===== config.mk =====
export PLATFORM = sky130hd
export DESIGN_NAME = int_sync_crossing_source
export DESIGN_NICKNAME = d
export VERILOG_FILES = /design/src/rtl/int_sync_crossing_source.sv
export SDC_FILE = /design/constraint.sdc
export NUM_CORES = 1
export LEC_CHECK = 0
export CAP_MARGIN = 30
export CORE_AREA = 2 2 39 41
export DETAILED_ROUTE_END_ITERATION = 10
export DIE_AREA = 0 0 41 43
export SYNTH_ARGS = -nofsm -noshare
export SYNTH_HDL_FRONTEND = slang
export SYNTH_SLANG_ARGS = --single-unit

===== constraint.sdc =====
create_clock -name clock -period 0.85 [get_ports clock]
set_clock_uncertainty 0.15 [all_clocks]
set_input_delay 0.17 -clock clock [delete_from_list [all_inputs] [get_ports clock]]
set_output_delay 0.17 -clock clock [all_outputs]
set_load 0.1 [all_outputs]

===== src/rtl/int_sync_crossing_source.sv =====
// Transmit end of the interrupt sync-crossing: synchronises raw interrupt lines, passes
// level lines through and stretches edge lines. Optional glitch filter: INT_SYNC_SRC_FILTER_EN.
module int_sync_crossing_source #(
  parameter int                   NUM_INT       = 4,
  parameter int                   SYNC_STAGES   = 2,
  parameter logic [NUM_INT-1:0]   EDGE_MASK     = '0,
  parameter int                   PULSE_CYCLES  = 4,
  parameter int                   FILTER_CYCLES = 3
) (
  input  logic               clock,
  input  logic               reset,
  input  logic [NUM_INT-1:0] auto_in,
  output logic [NUM_INT-1:0] auto_out_sync,
  output logic               busy
);

  localparam int            CW         = $clog2(PULSE_CYCLES + 1);
  localparam logic [CW-1:0] PULSE_LOAD = CW'(PULSE_CYCLES);

  // Stage-major chain: sync_q[0] samples the pads, sync_q[SYNC_STAGES-1] is the safe copy.
  logic [SYNC_STAGES-1:0][NUM_INT-1:0] sync_q;
  logic [NUM_INT-1:0]                  sync_s;
  logic [NUM_INT-1:0]                  filt_s;

  logic [NUM_INT-1:0] prev_q;
  logic [CW-1:0]      cnt_q [NUM_INT];
  logic [CW-1:0]      cnt_d [NUM_INT];
  logic [NUM_INT-1:0] rise;
  logic [NUM_INT-1:0] out_d;
  logic               busy_d;

  assign sync_s = sync_q[SYNC_STAGES-1];

`ifdef INT_SYNC_SRC_FILTER_EN
  localparam int RW = $clog2(FILTER_CYCLES + 1);

  logic [NUM_INT-1:0] filt_q;
  logic [RW-1:0]      run_q [NUM_INT];

  // A line only changes once the synchronised value has disagreed for a full window.
  always_ff @(posedge clock or negedge reset) begin
    if (!reset) begin
      filt_q <= '0;
      for (int i = 0; i < NUM_INT; i++) run_q[i] <= '0;
    end else begin
      for (int i = 0; i < NUM_INT; i++) begin
        if (sync_s[i] != filt_q[i]) begin
          if (run_q[i] == RW'(FILTER_CYCLES - 1)) begin
            filt_q[i] <= sync_s[i];
            run_q[i]  <= '0;
          end else begin
            run_q[i]  <= run_q[i] + RW'(1);
          end
        end else begin
          run_q[i] <= '0;
        end
      end
    end
  end

  assign filt_s = filt_q;
`else
  assign filt_s = sync_s;
`endif

  always_comb begin
    // NOTE: every always_comb output gets a default first so no path leaves it unassigned (no latch).
    rise   = '0;
    out_d  = '0;
    cnt_d  = '{default: '0};
    busy_d = 1'b0;
    for (int i = 0; i < NUM_INT; i++) begin
      rise[i] = filt_s[i] & ~prev_q[i];
      if (EDGE_MASK[i]) begin
        if (rise[i])                 cnt_d[i] = PULSE_LOAD;
        else if (cnt_q[i] != '0)     cnt_d[i] = cnt_q[i] - CW'(1);
        else                         cnt_d[i] = cnt_q[i];
        // The rise cycle plus PULSE_CYCLES-1 counted cycles gives exactly PULSE_CYCLES high.
        out_d[i] = rise[i] | (cnt_q[i] > CW'(1));
      end else begin
        out_d[i] = filt_s[i];
      end
      busy_d = busy_d | (cnt_d[i] != '0);
    end
  end

  // NOTE: sequential state uses non-blocking assignments so every flop samples pre-edge values.
  always_ff @(posedge clock or negedge reset) begin
    if (!reset) begin
      sync_q        <= '0;
      prev_q        <= '0;
      // NOTE: the counter array is a register file of flops and is reset element by element;
      // a stale count surviving reset would replay a truncated pulse.
      for (int i = 0; i < NUM_INT; i++) cnt_q[i] <= '0;
      auto_out_sync <= '0;
      busy          <= 1'b0;
    end else begin
      sync_q        <= {sync_q[SYNC_STAGES-2:0], auto_in};
      prev_q        <= filt_s;
      cnt_q         <= cnt_d;
      auto_out_sync <= out_d;
      busy          <= busy_d;
    end
  end

endmodule


After elaboration in Yosys (flattened, before gate mapping) --
Cells that the tools add are included.
Word-level totals: bits of input ports 6, flip-flop bits (word level) 12, output and inout port bits 5

Depth between registers and ports, before layout --
depth in word-level cells 0, depth in mapped cells 1, mapped depth without buffers 0

Worst setup path after synthesis --
OpenSTA, ideal clock, no wires.
path kind reg-to-output, start register auto_out_sync[0], end output port auto_out_sync[0], data arrival time 883 ps, path slack -353 ps, data required time 530 ps, buffers on the path 0, stages on the path, launching flop included 1, cell sequence dfrtp_1
RTL lines:
- from (decl) | RTL line 13 | output logic [NUM_INT-1:0] auto_out_sync,
- from (signal assigned) | RTL line 101 | auto_out_sync <= out_d;
No word-level cell between the ends.

Worst setup path in the final report --
start register auto_out_sync[3], end output port auto_out_sync[3]
No word-level cell between the ends.

==> impl_metrics.csv <==
group,metric,value,unit
run_status,status,"complete, but fails checks",
run_status,violations,"setup timing",
clock_network,numCtsBuffers,3,
timing,rsz0062_at_grt,"true",
pwr,powerDensity,2140,nW/µm²
global_routing,antenna_found_initial,0,
finish,area_growth,65.1,%
timing,worst_slack,-0.375,ns
global_routing,overflow,0,
critical_path,critPathLaunchType,"flop",
route,route.detailed.drc,0,
critical_path,worstPathArrival,0.91,ns
route,ant_nets,0,
synth,synth_top_family_by_area,"buffers and inverters",
clock_network,clkLatencyLatePin,0.25,ns
floorplanning,die-height,43,µm
critical_path,cpPeakStageDelay,0.48,ns
route,wl_per_cell,7.77,µm
synth,synth_nets,20,
route,drt_wl_total,342,µm
clock_network,path_clk_slew,0.06,ns
run,drv_cap,0,
clock_network,cts_max_level,1,
global_routing,grt_max_degree,9,
finish,final_cell_mix,"dfrtp_1 (8), clkdlybuf4s50_1 (5), dfrtp_4 (4), buf_12 (4)",
pwr,p_leak,0.225,nW
hold_path,hold_path_class,"input port to asynchronous set/reset pin",
finish,finish.utilization,0.372,
synth,synth_xor_area_frac,0,
critical_path,rrSetupSlack,0.23,ns
route,vias,160,
critical_path,rr_worst_depth,0,
timing,fmax,816,MHz
synth,ys_ff_latch,12,
critical_path,crit_cells,1,
critical_path,cp_slowest_cell,"dfrtp_4",
critical_path,r2r_end,"filt_s[0]$_DFF_PN0_",
floorplanning,core_area,1380,µm²
timing,drv_slew,0,
route,drtPass1Iterations,1,
timing,post-route-period-util,1.44,
clock_network,root_buffer,"clkbuf_4",
timing,setup_viol,4,
pwr,p_total,1.10,mW
critical_path,critPathMaxFanout,1,
critical_path,crit_type,"flop to primary output",
critical_path,crit_family,"flip-flops",
finish,n_antenna_cell,0,
floorplanning,io_pins,11,
critical_path,cp-end-kind,"primary output",
synth,synth.area.mux_share,0,
placement,port_buffers,9,
clock_network,cts.path.max_buffers,2,
floorplanning,die_w,41,µm
placement,routabilityCongestion,0.586,
synth,synth_area,312,µm²
finish,final_nets,36,
floorplanning,initial_utilization,0.225,
critical_path,setup.worst_path.end,"auto_out_sync[3]",
pwr,ir_worst_vdd,0.688,mV
synth,synthAdderAreaFrac,0,
critical_path,r2r_start,"sync_q[0]$_DFF_PN0_",
timing,period_minus_slack,1.23,ns
clock_network,cts_tree,"yes",
finish,drive_gt1_frac,0.500,
synth,ys_seq_area_frac,0.964,
synth,ys_warn_count,0,
critical_path,path_buf_inv,1,
global_routing,track_usage,0.0583,
synth,synth-simple-area-share,0,
floorplanning,die-area,1760,µm²
synth,avgSynthCellArea,22.3,µm²
critical_path,worstPathCellList,"buf_12",
floorplanning,fp-row-count,14,
route,viasPerCell,3.64,
global_routing,grt_pass1_wl,593,µm
clock_network,cts_sinks,12,
global_routing,grt_pass1_vias,168,
timing,hold_violations,0,
finish,layout_commonest_cell,"dfrtp_1",
clock_network,cts_hold_repair.buffers,0,
synth,synth_cell_types,3,
route,drt_iter0_drc,0,
critical_path,crit_required,0.53,ns
critical_path,cp-startpoint,"auto_out_sync[3]$_DFF_PN0_",
synth,synth_cells,14,
synth,synth_compound_area_frac,0,
## sequential cells by signal, indices dropped and copies added (netlist names)
name	count
auto_out_sync	4
sync_q	4
filt_s	4
## cell type report
type / instances / area, µm²
Fill cell: 129 / 870
Sequential cell: 12 / 315
Timing Repair Buffer: 12 / 153
Clock buffer: 3 / 22.5
Tap cell: 16 / 20.0
Multi-Input combinational cell: 1 / 3.75
## repair_timing
| action | 4_1_cts | 5_1_grt |
|---|---|---|
| buffers inserted | 0 | 0 |
| endpoints found under the setup margin | 4 | 4 |
| gates resized for setup | 0 | 0 |
| gates cloned | 0 | 0 |
## how the worst min path moves through the flow
stage,start,end,cells past startpoint,slack [ns]
floorplan,reset,filt_s[0]$_DFF_PN0_,0,-0.28
global placement,filt_s[2]$_DFF_PN0_,auto_out_sync[2]$_DFF_PN0_,0,0.18
detailed placement,filt_s[2]$_DFF_PN0_,auto_out_sync[2]$_DFF_PN0_,0,0.19
CTS,reset,auto_out_sync[0]$_DFF_PN0_,2,0.06
global route,reset,auto_out_sync[0]$_DFF_PN0_,2,0.05
finish,reset,auto_out_sync[2]$_DFF_PN0_,2,0.07
## synth_stat cells
cell type,instances,area share
dfrtp_1,12,0.96
buf_4,1,0.024
conb_1,1,0.012
## where the power goes
group	switching, mW	total [mW]	internal (mW)
clock	0.145	0.308	0.163
combinational	0.110	0.176	0.0661
sequential	0.0120	0.618	0.606
## through the flow
| step | worst slack [ns] | TNS [ns] | hold slack [ns] | area, µm² | std cells |
|---|---|---|---|---|---|
| finish | -0.375 | -1.50 | 0.0692 | 514 | 44 |
| floorplan | -0.0622 | -0.249 | -0.276 | 327 | 14 |
| global route | -0.419 | -1.66 | 0.0473 | 514 | 44 |
| global placement | -0.0973 | -0.388 | 0.181 | 492 | 41 |
| detailed placement | -0.103 | -0.416 | 0.186 | 492 | 41 |
| CTS | -0.395 | -1.57 | 0.0608 | 514 | 44 |
## kinds of logic after synthesis
group        Yosys count
flops                 12
other cells            1
buf+inv                1
## metal layers
layer | part of all wire | track usage | vias up | wire [µm]
met3 | 0.12 | 0.0314 | 0 | 40
met5 | 0 | 0 | - | 0
li1 | - | - | 70 | -
met1 | 0.27 | 0.0445 | 80 | 94
met4 | 0 | 0.0800 | 0 | 0
met2 | 0.61 | 0.0813 | 10 | 207
Note: power is estimated with default switching activity, not from simulation.
